===== config.mk =====
export PLATFORM = sky130hd
export DESIGN_NAME = clkdiv_rstgen
export DESIGN_NICKNAME = d
export VERILOG_FILES = /design/src/rtl/clkdiv_rstgen.sv
export SDC_FILE = /design/constraint.sdc
export NUM_CORES = 1
export LEC_CHECK = 0
export CORE_UTILIZATION = 45
export DETAILED_ROUTE_END_ITERATION = 8
export GPL_TIMING_DRIVEN = 0
export HOLD_SLACK_MARGIN = 0.08
export PLACE_DENSITY = 0.75
export SKIP_CTS_REPAIR_TIMING = 1
export SYNTH_ARGS = -nofsm -noshare
export SYNTH_HDL_FRONTEND = slang
export SYNTH_SLANG_ARGS = --single-unit
export TNS_END_PERCENT = 50

===== constraint.sdc =====
create_clock -name clk -period 4.09 [get_ports clk]
set_input_delay 1.227 -clock clk [delete_from_list [all_inputs] [get_ports clk]]
set_output_delay 1.227 -clock clk [all_outputs]
set_load 0.02 [all_outputs]

===== src/rtl/clkdiv_rstgen.sv =====
// clkdiv_rstgen: PLL clock divider with glitch-free ratio change and a
// lock-gated reset sequencer. Define CLKDIV_SEL_SYNC_EN to sync div_sel.
module clkdiv_rstgen #(
  parameter int unsigned      DIV_W      = 4,
  parameter logic [DIV_W-1:0] RESET_DIV  = {DIV_W{1'b1}},
  parameter int unsigned      RST_CYCLES = 255
) (
  input  logic             clk,
  input  logic             resetn,
  input  logic             locked,
  input  logic [DIV_W-1:0] div_sel,
  output logic             div_clk,
  output logic             div_rise,
  output logic             rstn_out,
  output logic [DIV_W-1:0] cur_div
);

  typedef enum logic [1:0] {
    WAIT_LOCK,
    HOLD,
    RUN
  } state_e;

  localparam logic [15:0] RST_N = 16'(RST_CYCLES);

  logic [DIV_W-1:0] sel_s;

`ifdef CLKDIV_SEL_SYNC_EN
  logic [DIV_W-1:0] sync1_q;
  logic [DIV_W-1:0] sync2_q;

  always_ff @(posedge clk or negedge resetn) begin
    if (!resetn) begin
      sync1_q <= RESET_DIV;
      sync2_q <= RESET_DIV;
    end else begin
      sync1_q <= div_sel;
      sync2_q <= sync1_q;
    end
  end

  assign sel_s = sync2_q;
`else
  assign sel_s = div_sel;
`endif

  logic [DIV_W-1:0] cnt_q, cnt_d;
  logic [DIV_W-1:0] cur_div_q, cur_div_d;
  logic             div_clk_q, div_clk_d;
  logic             div_rise_q, div_rise_d;
  logic             wrap;
  logic             rise;

  // Ratio is only swapped on the low->high toggle, so every phase is whole.
  always_comb begin
    wrap       = (cnt_q == cur_div_q);
    rise       = wrap & ~div_clk_q;
    cnt_d      = wrap ? '0 : cnt_q + 1'b1;
    div_clk_d  = div_clk_q ^ wrap;
    div_rise_d = rise;
    cur_div_d  = rise ? sel_s : cur_div_q;
  end

  always_ff @(posedge clk or negedge resetn) begin
    if (!resetn) begin
      cnt_q      <= '0;
      div_clk_q  <= 1'b0;
      div_rise_q <= 1'b0;
      cur_div_q  <= RESET_DIV;
    end else begin
      cnt_q      <= cnt_d;
      div_clk_q  <= div_clk_d;
      div_rise_q <= div_rise_d;
      cur_div_q  <= cur_div_d;
    end
  end

  state_e      state_q;
  logic [15:0] hcnt_q;
  logic        rstn_q;

  // Lock loss overrides everything, including a pending div_rise.
  always_ff @(posedge clk or negedge resetn) begin
    if (!resetn) begin
      state_q <= WAIT_LOCK;
      hcnt_q  <= '0;
      rstn_q  <= 1'b0;
    end else if (!locked) begin
      state_q <= WAIT_LOCK;
      hcnt_q  <= '0;
      rstn_q  <= 1'b0;
    end else begin
      unique case (state_q)
        WAIT_LOCK: begin
          state_q <= HOLD;
          hcnt_q  <= '0;
          rstn_q  <= 1'b0;
        end
        HOLD: begin
          rstn_q <= 1'b0;
          if (div_rise_q && hcnt_q != RST_N) begin
            hcnt_q <= hcnt_q + 16'd1;
            if (hcnt_q + 16'd1 == RST_N) begin
              state_q <= RUN;
              rstn_q  <= 1'b1;
            end
          end
        end
        RUN: begin
          rstn_q <= 1'b1;
        end
        default: begin
          state_q <= WAIT_LOCK;
          hcnt_q  <= '0;
          rstn_q  <= 1'b0;
        end
      endcase
    end
  end

  assign div_clk  = div_clk_q;
  assign div_rise = div_rise_q;
  assign rstn_out = rstn_q;
  assign cur_div  = cur_div_q;

endmodule


# Word-level counts from Yosys, hierarchy flattened
# Cells that the tools add are included.
[totals]
input_bits = 7
word_cells = 36
ff_bits = 29
output_inout_bits = 7
[op_classes]
n_reduce_logical = 4
n_eq_ne = 8
bitwise = 3
n_addsub = 2
muxes = 12
[op_table]
columns = ["op", "n"]
rows = [
  ["16-bit two-way mux", 2],
  ["16-bit one-hot mux with 2 select lines", 1],
  ["16-bit by 1-bit adder with 16-bit output (second input constant)", 1],
  ["16-bit by 8-bit == test with 1-bit output (second input constant)", 1],
  ["16-bit by 8-bit != test with 1-bit output (second input constant)", 1],
  ["2-bit two-way mux", 3],
  ["3-bit != test (second input constant)", 2],
  ["2-bit one-hot mux with 3 select lines", 1],
  ["4-bit by 1-bit adder with 4-bit output (second input constant)", 1],
  ["4-bit == test", 1],
  ["4-bit two-way mux", 1],
  ["1-bit two-way mux", 3],
  ["3-bit AND reduction", 1],
  ["2-bit by 1-bit == test with 1-bit output (second input constant)", 1],
  ["2-bit == test (second input constant)", 1],
  ["2-bit logical NOT", 1],
  ["2-bit != test (second input constant)", 1],
  ["1-bit one-hot mux with 2 select lines", 1],
  ["2-bit AND reduction", 1],
  ["1-bit bitwise AND", 1],
  ["1-bit logical AND", 1],
  ["1-bit inverter", 1],
  ["1-bit bitwise XOR", 1],
]

# Longest topological paths before layout
# Gate-level depths: netlist of run 1.
[depth]
word_depth = 6
mapped_depth = 9

# Worst setup path before layout of run 1
# OpenSTA, ideal clock, no wires.
[synth_timing]
kind = "register to register"
start = "register hcnt_q[1]"
end = "register state_q[1]"
t_required_ps = 4013
setup_slack_ps = 1810
n_path_buf = 0
path_stages_with_launch = 8
setup_ps = 77
arrival_ps = 2203
path_cell_list = "dfrtp_1 -> ha_1 -> nand3_1 -> nor4_1 -> xnor2_1 -> nand4_1 -> or3_1 -> a21oi_1"
[synth_between]
elab_chain_cells = 4
[synth_lines]
columns = ["item", "line", "rtl"]
rows = [
  ["start, declared", "79", "logic [15:0] hcnt_q;"],
  ["start signal, assigned", "102", "hcnt_q <= hcnt_q + 16'd1;"],
  ["16-bit by 1-bit adder with 16-bit output or 16-bit by 8-bit != test with 1-bit output (tied branches)", "103, 101", ""],
  ["16-bit by 8-bit == test with 1-bit output or 1-bit logical AND (tied branches)", "103, 101", ""],
  ["3-bit != test (no line)", "-", ""],
  ["3-bit AND reduction (no line) *", "-", ""],
  ["end signal, assigned", "95", "state_q <= HOLD;"],
  ["end signal, assigned", "104", "state_q <= RUN;"],
  ["end signal, assigned", "113", "state_q <= WAIT_LOCK;"],
  ["end, declared", "78", "state_e state_q;"],
]
# Mark *: on every way between the ends. The rest lies on a longest branch, timed or not.
# A chain may end at the register's enable or synchronous reset.

# Worst setup path after layout of run 1
# Same ends and word-level chain as after synthesis.

==> results by group, run 1 <==
Outcome
  – Outcome: finished, final reports clean

Die
  – Initial Utilization: 48.4%
  – Core Region: 3800 sq um
  – Die Wd: 65.9 microns
  – Row count: 22
  – Die ar.: 4340 sq um
  – Die height: 65.9 microns
  – Top-Level Pins: 14

Synth
  – Post-synth EDFFs: 0
  – Top-count cell post-synth: dfrtp_1
  – Sequential element share of the synthesized area: 39.8%
  – Post-Syn Instances: 193
  – Synth cell count leaders: 25 x dfrtp_1, 16 x nor2_1, 14 x nand2_1, 11 x nand3_1, 10 x o31ai_1
  – Synthesized cell area: 1840 sq um
  – Post-Syn Area per Cell: 9.52 sq um
  – Total number of yosys warnings: 0
  – Syn Nets: 207
  – Share of the synthesized area in the top cell type: 34.0%
  – Netlist cell types: 43
  – Cell taking the most area after synthesis: dfrtp_1
  – Synth top area cells: dfrtp_1 34%, dfstp_2 5.7%, ha_1 4.8%
  – Main flop type after synthesis: dfrtp_1
  – Asr flop ratio synth: 100%
  – Yosys reg bits: 29

Setup path
  – Slowest CP cell: nor4_1
  – Crit. path cell count: 7
  – Crit Path Category: flip-flop to flip-flop
  – Worst path bufs/invs: 0
  – Crit path DAT: 3.05 ns
  – Worst path max stage delay: 0.69 ns
  – Worst-path cell chain: ha_1, nand3_1, nor4_1, xnor2_1, nand4_1, or3_1, a21oi_1
  – Worst EP required: 4.30 ns
  – Worst R2R Start: hcnt_q[1]
  – R2R depth: 7
  – Crit start category: flip-flop
  – Crit end category: flip-flop
  – Cell family with the largest share of critical-path delay: simple AND/OR/NAND/NOR gates
  – Top fanout value on the critical path: 9
  – Critical path startpoint: hcnt_q[1]

Clocking
  – Root Buffer: clkbuf_8
  – Htree depth: 2
  – # clock sinks: 29
  – CTS Buffer Depth: 2
  – CTS clk-pin slew, worst paths: 0.06 ns
  – CTS tree: done
  – Skew-Pair Late Insertion Delay: 0.28 ns
  – Cts bufs inserted: 5

Timing
  – Layout Skew: 0.00356 ns
  – Fin. Hold Viols: 0
  – Final Setup Violations: 0
  – Slew @ Worst Pin: 0.754 ns
  – Setup TNS Final: 0 ns
  – Final Max Slew Viols: 0
  – Share of the clock period used by the worst path: 69.5%
  – Max Fclk: 0.352 GHz
  – Minimum clock period after layout: 2.84 ns
  – RSZ-0062 raised after global routing: false
  – Max-slew headroom: 49.3%

Final layout
  – Multi-input logic area: 991 sq um
  – Register Area: 731 sq um
  – Final Instance Count excl. Fillers: 262
  – Layout cells sized above 1: 19.6%
  – Filler cell count in the final layout: 358
  – Final core utilization: 55.4%
  – Area growth syn-to-layout: 14.6%
  – Antenna cells: 0
  – Final nets: 227
  – Final Cell Area: 2110 sq um

Detailed routing
  – Initial DRC count: 87
  – First drt pass iteration count: 4
  – Metal3 WL: 198 microns
  – Vias per cell: 5.74
  – Max layer used: met4
  – WL per Instance: 14.2 microns
  – Wl on met1: 1810 microns
  – Met2 WL: 1650 microns
  – DRC: 0
  – Total Wirelength: 3710 microns
  – Via count of the routed design: 1504
  – Routed Antenna Nets: 0

Worst hold path
  – WHS Path Cells: 1
  – Hold path start: cnt_q[0]
  – HP Class: flip-flop to flip-flop

Placement
  – GPL Wtd Cong: 0.876
  – Post-DP HPWL: 2550 microns
  – Port Buffer Count: 13
  – Post-DP Area: 2030 sq um
  – DP Cell Count: 254

Pwr
  – Pleak: 0.873 nW
  – Pwr dens: 456 nW/um^2
  – Total power draw: 0.960 mW
  – Peak supply drop: 0.000422 V

Global routing
  – Total gr overflow: 0
  – Initial antenna violation count: 0
  – Number of global-route vias before repair: 1401
  – GR Util All Layers: 20.1%
  – First-pass GRT wire length: 6580 microns
  – Largest net degree at the start of global routing: 30

Job
  – Max Cap Viol: 0
-- state kept, by name, indices dropped and copies added (netlist names) --
register  cells
hcnt_q       16
cnt_q         4
cur_div       4
state_q       2
div_clk       1
div_rise      1
rstn_out      1
-- power by group --
| part | switching [mW] | internal [mW] |
|---|---|---|
| registers | 0.0523 | 0.359 |
| logic | 0.162 | 0.160 |
| clock network | 0.110 | 0.118 |
-- logic make-up (layout without fill, tap and decap cells) --
| kind of cell | after synthesis | after routing | share of synthesized area (%) |
|---|---|---|---|
| compound gates | 40 | 40 | 15.3 |
| xor+xnor | 12 | 12 | 5.72 |
| fa+ha+maj | 7 | 7 | 4.76 |
| buf+inv | 17 | 38 | 6.33 |
| flops | 29 | 29 | 39.8 |
| mux | 7 | 7 | 4.08 |
| simple gates | 81 | 81 | 24.0 |
-- final timing paths --
check                             end  slack (ns)
min in group asynchronous   hcnt_q[6]        0.96
max in group asynchronous   hcnt_q[0]        2.71
hold reg to reg              cnt_q[0]        0.51
hold / removal               cnt_q[0]        0.51
setup / recovery           state_q[1]        1.25
setup reg to reg           state_q[1]        1.25
-- metrics by stage --
stage	hold slack (ns)	setup WS, ns
final	0.514	1.25
after global routing	0.534	0.973
after CTS	0.520	1.31
after detailed placement	0.507	1.21
after global placement	0.503	1.22
after floorplan	0.473	1.81
-- cell usage in the layout, fill, tap and decap left out, drive strengths merged, types with 2 or more instances in the layout --
| cell type | n |
|---|---|
| dfrtp | 25 |
| o21ai | 18 |
| nor2 | 16 |
| nand2 | 14 |
| clkdlybuf4s50 | 12 |
| nand3 | 11 |
| o31ai | 10 |
| buf | 10 |
| nand4 | 8 |
| clkbuf | 8 |
| xnor2 | 7 |
| ha | 7 |
| inv | 6 |
| nor2b | 6 |
| xor2 | 5 |
| nor4 | 5 |
| a21oi | 5 |
| nor3 | 4 |
| and3 | 4 |
| mux2 | 4 |
| dfstp | 4 |
| or2 | 3 |
| mux2i | 3 |
| or3 | 3 |
| or4 | 3 |
| nand2b | 2 |
| clkinv | 2 |
| o41ai | 2 |
-- final cells by class --
| cell class | count | area share, % |
|---|---|---|
| Clock inverter | 2 | 0.475 |
| Multi-Input combinational cell | 147 | 47.1 |
| Timing Repair Buffer | 13 | 5.94 |
| Tap cell | 48 | 2.85 |
| Inverter | 6 | 1.07 |
| Sequential cell | 29 | 34.7 |
| Clock buffer | 6 | 3.45 |
| Buffer | 11 | 4.46 |
-- routing by layer --
layer  vias to the layer above  GRT usage (%)
li1                        736              -
met1                       720           27.9
met2                        43           29.8
met3                         5           4.66
met4                         0           7.88
met5                         -              0
-- worst register-to-register path, stage by stage, from the launching register on --
cell	delay, ns
dfrtp_1	0.48
ha_1	0.35
nand3_1	0.33
nor4_1	0.69
xnor2_1	0.22
nand4_1	0.14
or3_1	0.38
a21oi_1	0.16
Note: power is estimated with default switching activity, not from simulation.
==> inputs of run 2 (changes only) <==
Clock period 4.09 ns to 2.85 ns, I/O delays scaled along.
==> run 2 against run 1 <==
Global-route usage did not move; non-clock buffer count did not move; die area unchanged; critical path type unchanged; largest power group unchanged.
==> results by group, run 2 (synthesized netlist as in run 1, its figures left out) <==
Outcome
  – Outcome: finished, final reports clean

Die
  – Core Region: 3800 sq um
  – Die height: 65.9 microns
  – Top-Level Pins: 14
  – Die Wd: 65.9 microns
  – Row count: 22
  – Initial Utilization: 48.4%
  – Die ar.: 4340 sq um

Setup path
  – Worst path max stage delay: 0.47 ns
  – Crit start category: flip-flop
  – Worst-path cell chain: ha_1, nand3_2, nor3_1, mux2i_1, nand4_1, or3_1, a21oi_1
  – Worst R2R Start: hcnt_q[0]
  – Worst path bufs/invs: 0
  – Top fanout value on the critical path: 9
  – Crit path DAT: 2.72 ns
  – Slowest CP cell: dfrtp_1
  – FF-to-FF End: state_q[1]
  – Crit. path cell count: 7
  – Worst EP required: 3.06 ns
  – Cell family with the largest share of critical-path delay: simple AND/OR/NAND/NOR gates
  – Crit Path Category: flip-flop to flip-flop
  – R2R depth: 7
  – R2r setup slk: 0.33 ns
  – Crit end category: flip-flop

Detailed routing
  – DRC: 0
  – Routed Antenna Nets: 0
  – Total Wirelength: 3720 microns
  – First drt pass iteration count: 4
  – Initial DRC count: 84
  – WL per Instance: 14.2 microns
  – Via count of the routed design: 1503
  – Vias per cell: 5.74

Global routing
  – Initial antenna violation count: 0
  – First-pass GRT wire length: 6580 microns
  – Total gr overflow: 0
  – GR Util All Layers: 20.1%
  – Number of global-route vias before repair: 1401
  – Largest net degree at the start of global routing: 30

Worst hold path
  – Hold path start: cnt_q[0]
  – WHS Endpoint: cnt_q[0]
  – WHS Path Cells: 1
  – HP Class: flip-flop to flip-flop

Timing
  – Share of the clock period used by the worst path: 88.4%
  – Max-slew headroom: 49.3%
  – Layout Skew: 0.00342 ns
  – Final Setup Violations: 0
  – Setup TNS Final: 0 ns
  – Final Max Slew Viols: 0
  – Final WS setup: 0.332 ns
  – Fin. Hold Viols: 0
  – Slew @ Worst Pin: 0.754 ns
  – Max Fclk: 0.397 GHz
  – RSZ-0062 raised after global routing: false
  – Minimum clock period after layout: 2.52 ns

Final layout
  – Final core utilization: 56.0%
  – Most frequent cells in the layout: 25 x dfrtp_1, 16 x nor2_1, 14 x nand2_1, 12 x clkdlybuf4s50_1
  – Filler cell count in the final layout: 352
  – Area growth syn-to-layout: 15.7%
  – Layout cells sized above 1: 20.6%
  – Top reg by flops: hcnt_q
  – Final nets: 227
  – Max reg flops: 16
  – Most common cell after layout, fill and taps aside: dfrtp_1
  – Antenna cells: 0

Pwr
  – Flop pwr share: 42.8%
  – Pwr dens: 648 nW/um^2
  – Part of the power in the clock network: 23.7%
  – Peak supply drop: 0.000605 V
  – Pleak: 0.890 nW
  – Comb pwr share: 33.5%
  – Net Sw Frac: 33.7%
  – NetSw: 0.464 mW
  – Cell-internal power: 0.913 mW

Clocking
  – Cts bufs inserted: 5
  – # clock sinks: 29
  – Root Buffer: clkbuf_8
  – Skew-Pair Late Insertion Delay: 0.28 ns
  – CTS clk-pin slew, worst paths: 0.06 ns
  – CTS Buffer Depth: 2
  – CTS tree: done
  – Htree depth: 2

Placement
  – Worst slack, placed: 0.145 ns
  – Post-DP HPWL: 2550 microns
  – GPL Wtd Cong: 0.876
  – Port Buffer Count: 13

Job
  – Max Cap Viol: 0
-- run 2: changes by cell type in the layout (fill, tap and decap cells not counted) --
cell,delta
nand3_1,-1
nand3_2,+1
nor4_1,-1
nor4_4,+1
-- run 2: how the worst max path moves through the flow --
stage / slack (ns) / startpoint / end
2_1_floorplan: 0.57 / hcnt_q[1] / state_q[1]
3_3_place_gp: 0.13 / hcnt_q[0] / state_q[1]
3_5_place_dp: 0.15 / hcnt_q[1] / state_q[1]
4_1_cts: 0.07 / hcnt_q[0] / state_q[1]
5_1_grt: 0.10 / hcnt_q[0] / state_q[1]
6_report: 0.33 / hcnt_q[0] / state_q[1]
-- run 2: stage by stage --
step                      hold slack (ns)  area, sq um  total power, mW  std cells
after floorplan                     0.473         1840            0.907        193
after global placement              0.503         2030             1.05        254
after detailed placement            0.507         2030             1.06        254
after CTS                           0.520         2110             1.40        262
after global routing                0.534         2130             1.48        262
final                               0.514         2130             1.38        262
-- run 2: power by group through the flow --
stage                     Sequential, mW  Combinational (mW)  Clock [mW]
final                              0.590               0.461       0.326
after global routing               0.605               0.514       0.356
after CTS                          0.593               0.467       0.339
after detailed placement           0.598               0.465           0
after global placement             0.597               0.457           0
after floorplan                    0.637               0.270           0
-- run 2: metal layers --
metal	share of wire, %	global-route usage [%]	wire length, microns
met1	48	27.9	1800
met3	4.5	4.66	169
met4	2.0	7.88	75
met5	0	0	0
met2	45	29.8	1680
-- run 2: final cells by class --
cell class                      count  area [sq um]  share of cell area (%)
Timing Repair Buffer               13           125                    5.89
Sequential cell                    29           731                    34.4
Clock buffer                        6          72.6                    3.41
Inverter                            6          22.5                    1.06
Buffer                             11          93.8                    4.41
Tap cell                           48          60.1                    2.83
Multi-Input combinational cell    147          1010                    47.6
Clock inverter                      2          10.0                   0.471
